$ cat config.mk
export PLATFORM = sky130hd
export DESIGN_NAME = pipe_bundle_reg_flat
export DESIGN_NICKNAME = d
export VERILOG_FILES = /design/src/rtl/pipe_bundle_reg_if.sv /design/src/rtl/pipe_bundle_reg.sv /design/src/flat_wrapper.sv
export SDC_FILE = /design/constraint.sdc
export NUM_CORES = 2
export LEC_CHECK = 0
export BUFFER_PORTS_ARGS = -buffer_cell sky130_fd_sc_hd__buf_2
export CELL_PAD_IN_SITES_DETAIL_PLACEMENT = 2
export CELL_PAD_IN_SITES_GLOBAL_PLACEMENT = 2
export CORE_AREA = 2 2 322 324
export CTS_CLUSTER_DIAMETER = 100
export CTS_CLUSTER_SIZE = 20
export DETAILED_ROUTE_END_ITERATION = 8
export DIE_AREA = 0 0 324 326
export PLACE_DENSITY_LB_ADDON = 0.3
export SETUP_SLACK_MARGIN = 0.02
export SKIP_LAST_GASP = 1
export SYNTH_ARGS = -nofsm -noshare
export SYNTH_HDL_FRONTEND = slang
export SYNTH_SLANG_ARGS = --single-unit
$ cat constraint.sdc
create_clock -name clk -period 1.7 [get_ports clk]
set_input_delay 0.085 -clock clk [delete_from_list [all_inputs] [get_ports clk]]
set_output_delay 0.085 -clock clk [all_outputs]
set_load 0.01 [all_outputs]
$ cat src/rtl/pipe_bundle_reg_if.sv
`default_nettype none
// ============================================================================
// Module   : pipe_bundle_reg_if
// Brief    : Bundle handshake bus between pipeline stages.
//            master = producer/consumer side, slave = pipe_bundle_reg.
// Revision : 1.0 - initial release
// ============================================================================
interface pipe_bundle_reg_if #(
    parameter int LANES = 2,
    parameter int WIDTH = 165
);
    logic [LANES-1:0]       in_valid;
    logic [LANES*WIDTH-1:0] in_data;
    logic                   in_ready;
    logic [LANES-1:0]       out_valid;
    logic [LANES*WIDTH-1:0] out_data;
    logic                   out_ready;
    logic [1:0]             occupancy;

    modport slave (
        input  in_valid, in_data, out_ready,
        output in_ready, out_valid, out_data, occupancy
    );

    modport master (
        output in_valid, in_data, out_ready,
        input  in_ready, out_valid, out_data, occupancy
    );
endinterface
`default_nettype wire

$ cat src/rtl/pipe_bundle_reg.sv
`default_nettype none
// ============================================================================
// Module   : pipe_bundle_reg
// Brief    : N-lane bundle pipeline register with 2-entry skid store,
//            registered in_ready and synchronous flush.
//            Optional PIPE_BUNDLE_COMPACT_EN packs valid lanes toward lane 0.
// Revision : 1.0 - initial release
// ============================================================================
module pipe_bundle_reg #(
    parameter int LANES = 2,
    parameter int WIDTH = 165
) (
    input  wire logic          clk,
    input  wire logic          reset,
    input  wire logic          flush,
    pipe_bundle_reg_if.slave   bus
);
    localparam int c_BITS = LANES * WIDTH;

    typedef enum logic [1:0] {
        ST_EMPTY = 2'd0,
        ST_ONE   = 2'd1,
        ST_TWO   = 2'd2
    } state_t;

    state_t              r_state;
    state_t              w_next;
    logic                r_in_ready;
    logic [LANES-1:0]    r_main_valid;
    logic [c_BITS-1:0]   r_main_data;
    logic [LANES-1:0]    r_skid_valid;
    logic [c_BITS-1:0]   r_skid_data;

    logic                w_in_fire;
    logic                w_out_fire;
    logic                w_load_main_in;
    logic                w_load_main_skid;
    logic                w_load_skid;
    logic [LANES-1:0]    w_wr_valid;
    logic [c_BITS-1:0]   w_wr_data;

    assign w_in_fire  = (|bus.in_valid) & r_in_ready;
    assign w_out_fire = (|bus.out_valid) & bus.out_ready;

`ifdef PIPE_BUNDLE_COMPACT_EN
    // Each valid lane lands at the slot equal to the number of valid lanes
    // below it; unused upper slots are written as zero.
    always_comb begin : p_compact
        int cnt;
        cnt        = 0;
        w_wr_valid = '0;
        w_wr_data  = '0;
        for (int i = 0; i < LANES; i++) begin
            for (int j = 0; j < LANES; j++) begin
                if (bus.in_valid[i] && (cnt == j)) begin
                    w_wr_valid[j]                 = 1'b1;
                    w_wr_data[j*WIDTH +: WIDTH]   = bus.in_data[i*WIDTH +: WIDTH];
                end
            end
            if (bus.in_valid[i]) begin
                cnt = cnt + 1;
            end
        end
    end
`else
    assign w_wr_valid = bus.in_valid;
    assign w_wr_data  = bus.in_data;
`endif

    always_ff @(posedge clk) begin
        if (reset || flush) begin
            r_state <= ST_EMPTY;
        end else begin
            r_state <= w_next;
        end
    end

    always_comb begin
        w_next           = r_state;
        w_load_main_in   = 1'b0;
        w_load_main_skid = 1'b0;
        w_load_skid      = 1'b0;
        case (r_state)
            ST_EMPTY: begin
                if (w_in_fire) begin
                    w_load_main_in = 1'b1;
                    w_next         = ST_ONE;
                end
            end
            ST_ONE: begin
                if (w_in_fire && w_out_fire) begin
                    w_load_main_in = 1'b1;
                end else if (w_in_fire) begin
                    w_load_skid = 1'b1;
                    w_next      = ST_TWO;
                end else if (w_out_fire) begin
                    w_next = ST_EMPTY;
                end
            end
            ST_TWO: begin
                if (w_out_fire) begin
                    w_load_main_skid = 1'b1;
                    w_next           = ST_ONE;
                end
            end
            default: w_next = ST_EMPTY;
        endcase
    end

    // Flush kills only the valid bits; stale data stays hidden behind them.
    always_ff @(posedge clk) begin
        if (reset) begin
            r_in_ready   <= 1'b1;
            r_main_valid <= '0;
            r_main_data  <= '0;
            r_skid_valid <= '0;
            r_skid_data  <= '0;
        end else if (flush) begin
            r_in_ready   <= 1'b1;
            r_main_valid <= '0;
            r_skid_valid <= '0;
        end else begin
            r_in_ready <= (w_next != ST_TWO);
            if (w_load_main_in) begin
                r_main_valid <= w_wr_valid;
                r_main_data  <= w_wr_data;
            end else if (w_load_main_skid) begin
                r_main_valid <= r_skid_valid;
                r_main_data  <= r_skid_data;
            end
            if (w_load_skid) begin
                r_skid_valid <= w_wr_valid;
                r_skid_data  <= w_wr_data;
            end
        end
    end

    assign bus.in_ready  = r_in_ready;
    assign bus.out_valid = (r_state != ST_EMPTY) ? r_main_valid : '0;
    assign bus.out_data  = r_main_data;
    assign bus.occupancy = r_state;

endmodule
`default_nettype wire
$ cat src/flat_wrapper.sv
// flat-port wrapper written by rule: the top's interface ports become plain ports
module pipe_bundle_reg_flat 
#(
    parameter int LANES = 2,
    parameter int WIDTH = 165
)
  (clk, reset, flush, bus_in_valid, bus_in_data, bus_out_ready, bus_in_ready, bus_out_valid, bus_out_data, bus_occupancy);
  pipe_bundle_reg_if #(.LANES(LANES), .WIDTH(WIDTH)) bus_i ();
  input  wire logic clk;
  input  wire logic reset;
  input  wire logic flush;
  input wire logic [$bits(bus_i.in_valid)-1:0] bus_in_valid;
  input wire logic [$bits(bus_i.in_data)-1:0] bus_in_data;
  input wire logic [$bits(bus_i.out_ready)-1:0] bus_out_ready;
  output wire logic [$bits(bus_i.in_ready)-1:0] bus_in_ready;
  output wire logic [$bits(bus_i.out_valid)-1:0] bus_out_valid;
  output wire logic [$bits(bus_i.out_data)-1:0] bus_out_data;
  output wire logic [$bits(bus_i.occupancy)-1:0] bus_occupancy;
  assign bus_i.in_valid = bus_in_valid;
  assign bus_i.in_data = bus_in_data;
  assign bus_i.out_ready = bus_out_ready;
  assign bus_in_ready = bus_i.in_ready;
  assign bus_out_valid = bus_i.out_valid;
  assign bus_out_data = bus_i.out_data;
  assign bus_occupancy = bus_i.occupancy;
  pipe_bundle_reg #(.LANES(LANES), .WIDTH(WIDTH)) u_core (.clk(clk), .reset(reset), .flush(flush), .bus(bus_i));
endmodule
==> results.md <==
* Worst Max-Slew Pin Slew at 1.01 ns
* Most used routing layer: met2
* Cell count after synthesis at 3421
* CP Max Fanout at 28
* Hold Path Stages at 6
* # IOs at 671
* Root Buffer Master: clkbuf_16
* Adder-cell share of the synthesized area at 0%
* Endpoint class of the critical path: flip-flop
* Synth Area in Simple Gates at 21.7%
* Main combinational cell family by area after synthesis: compound AO/OA/AOI/OAI gates
* Vias in the first global route at 33721
* Worst r2r path cells at 7
* GP Congestion at 0.772
* Final nets at 4694
* Startpoint Class: flip-flop
* Worst EP arrival at 2.56 ns
* DRT Pass-1 Iters at 6
* Worst Setup Path Type: reg -> reg
* Die area at 106000 um^2
* GRT met1 Usage at 31.3%
* Worst Path Required at 2.23 ns
* Num CTS Buffers at 40
* Crit-path cells: or3b_4 > o32ai_4 > buf_6 > buf_12 > buf_16 > nor3_1 > a311oi_2
* Min cycle time layout at 2.03 ns
* Layout cells sized above 1 at 27.4%
* Worst hold path class: in -> reg
* Antenna violations before repair at 17
* Met3 Resource Use GR at 3.94%
* Met2 usage at 43.1%
* Pin count of the biggest net entering global routing at 179
* Final Routed Wirelength at 147000 um
* Area growth, synth to finish at 49.7%
* Final instance area at 40900 um^2
* First-pass GRT wire length at 211000 um
* Post-detail-place hpwl at 87000 um
* Post-route DRC violation count at 0
* # rows at 118
* Setup Skew at 0.0239 ns
* Port Buffers at 670
* PnR worst setup slack at -0.332 ns
* Core area at 103000 um^2
* Clock latency on the worst-skew pair at 0.65 ns
* Via-to-Cell Ratio at 5.50
* Setup slack after placement at -0.308 ns
* RSZ-0062 raised after global routing: yes
* Seq/Total Area, Yosys at 48.9%
* Final TNS setup at -123.89 ns
* Achievable frequency at 492 MHz
* Clock sink count at 667
* Layout Utilization at 39.8%
* Pwr dens at 935 nW/um^2
* Die extent in y at 326 um
* Final worst-path cycle share at 120%
* Die Width at 324 um
* Total grt overflow at 0
* CP max-delay cell: or3b_4
* CTS tree: done
* WHS at 0.0758 ns
* Drt initial violations at 2095
* Max-cap violations at 0
* Leakage power total at 15.4 nW
* Clock slew at the register clock pins of the worst setup and hold paths at 0.09 ns
* Filler cells at 11348
* Post-synthesis mux area share at 0.110%
* Placed inst area at 34000 um^2
* Syn nets at 3757
* Fin. Hold Viols at 0
* Worst stage delay on the critical path at 0.41 ns
* Syn Area/Cell at 7.98 um^2
* Post-synthesis compound-gate area fraction at 23.1%
* YS warnings at 0
* Total track usage at 25.5%
* Post-DRT Antenna Nets at 0
* #FFs+latches synth at 667
* Syn Std Cell Area at 27300 um^2
* Clock buffer depth at 3
* Final Max Tran Viols at 0
* Htree depth at 2
* DR vias at 31671
* Failing checks: setup timing
* Setup violations, final at 660
* Worst rel slew slack at 32.4%
* Maximum VDD drop at 0.635 mV
* Initial Util at 26.6%
* Routed len/inst at 25.5 um
* Outcome: finished with violations
* Xor and xnor area share after synthesis at 0%
* Distinct cells, synth at 31
-- stage by stage --
step,power (mW),instances
after global placement,25.5,5299
final,38.2,5760
after CTS,37.4,5713
after detailed placement,25.7,5299
after global routing,39.8,5760
after floorplan,21.5,3421
-- worst paths after layout --
check | from | end | slack, ns
max | u_core.bus.occupancy[0]$_SDFF_PP0_ | u_core.bus.out_data[168]$_SDFFE_PP0P_ | -0.33
min | bus_out_ready | u_core.bus.occupancy[0]$_SDFF_PP0_ | 0.08
max reg2reg | u_core.bus.occupancy[0]$_SDFF_PP0_ | u_core.bus.out_data[168]$_SDFFE_PP0P_ | -0.33
min reg2reg | u_core.r_skid_valid[1]$_SDFFE_PP0P_ | u_core.r_skid_valid[1]$_SDFFE_PP0P_ | 0.47
-- synthesized netlist by cell type --
cell type  count  area share (%)
a211o_1        1           0.032
a211oi_1       2           0.055
a211oi_2       1           0.046
a21oi_1      334             6.1
a311oi_1     330              11
and3_1         2           0.046
buf_1         12            0.16
buf_2         86             1.6
buf_4         15            0.41
clkbuf_1     291             4.0
clkinv_1       1           0.014
dfxtp_1      667              49
inv_2          1           0.014
mux2i_1        3            0.11
nand2_1      665             9.1
nand3_1      330             6.0
nor2_1         3           0.041
nor3_1       332             6.1
nor4_4         2            0.16
o21a_1         3           0.082
o21ai_0      275             5.0
o21ai_1       55             1.0
o21ai_2        1           0.032
o21ai_4        1           0.060
o21bai_1       1           0.028
o32ai_2        1           0.060
or2_1          2           0.046
or2_2          1           0.023
or3_1          1           0.023
or3b_1         1           0.032
or4_1          1           0.028
-- worst max-delay path, delay by kind of cell, from the launching register on --
family | cells | cell delay [ns]
AOI/OAI and AO/OA | 2 | 0.46
buffers and inverters | 3 | 0.56
DFF | 1 | 0.35
and+or+nand+nor | 2 | 0.50
-- cell type report --
type | instances | area (um^2) | area share (%)
multi-input cells | 2348 | 13300 | 32.6
clock inverters | 5 | 47.5 | 0.116
inverters | 2 | 17.5 | 0.0428
well taps | 1380 | 1730 | 4.22
flip-flops and latches | 667 | 13400 | 32.7
clock buffers | 48 | 1090 | 2.67
repair buffers | 1299 | 11300 | 27.5
diodes | 11 | 27.5 | 0.0673
-- registers in the layout (all words and copies together), names as in the netlist --
name / count
u_core.r_main_valid: 2
u_core.r_skid_valid: 2
u_core.bus.in_ready: 1
u_core.bus.occupancy: 2
u_core.bus.out_data: 330
u_core.r_skid_data: 330
-- cell usage in the layout, fill, tap and decap left out, types with 3 or more instances in the layout --
master         count
buf_2            668
nand2_1          665
dfxtp_1          662
a21oi_1          334
dlygate4sd3_1    334
nand3_1          330
nor3_1           324
o21ai_1          281
a311oi_1         177
a311oi_2         151
buf_4            123
buf_12           103
clkbuf_16         63
o21ai_0           45
buf_16            26
buf_6             15
diode_2           11
nor3_2             8
buf_8              6
o21ai_2            4
clkbuf_8           4
o21a_1             3
mux2i_1            3
nor2_1             3
inv_6              3
clkbuf_1           3
dfxtp_2            3
-- kinds of logic after synthesis --
| family | after synthesis |
|---|---|
| and+or+nand+nor | 1340 |
| AOI/OAI and AO/OA | 1005 |
| DFF | 667 |
| buffers and inverters | 406 |
| muxes | 3 |
-- metal layers --
metal / routed length (um) / up-vias
met1: 61100 / 16087
met2: 71500 / 963
met4: 7600 / 12
li1: - / 14255
met3: 6500 / 354
met5: 82 / -
-- where the power goes --
group | internal, mW | switching, mW | total, mW
clock network | 4.59 | 6.03 | 10.6
logic | 4.34 | 5.78 | 10.1
registers | 16.7 | 0.823 | 17.5
-- timing repair --
action                                 CTS  global route
setup endpoints to repair              660           664
setup buffers                           20            10
hold buffers                           334             0
resized for setup                       78           149
endpoints found under the hold margin  664             0
pin swaps                               11            17
cloned                                   7            26
Note: power is estimated with default switching activity, not from simulation.
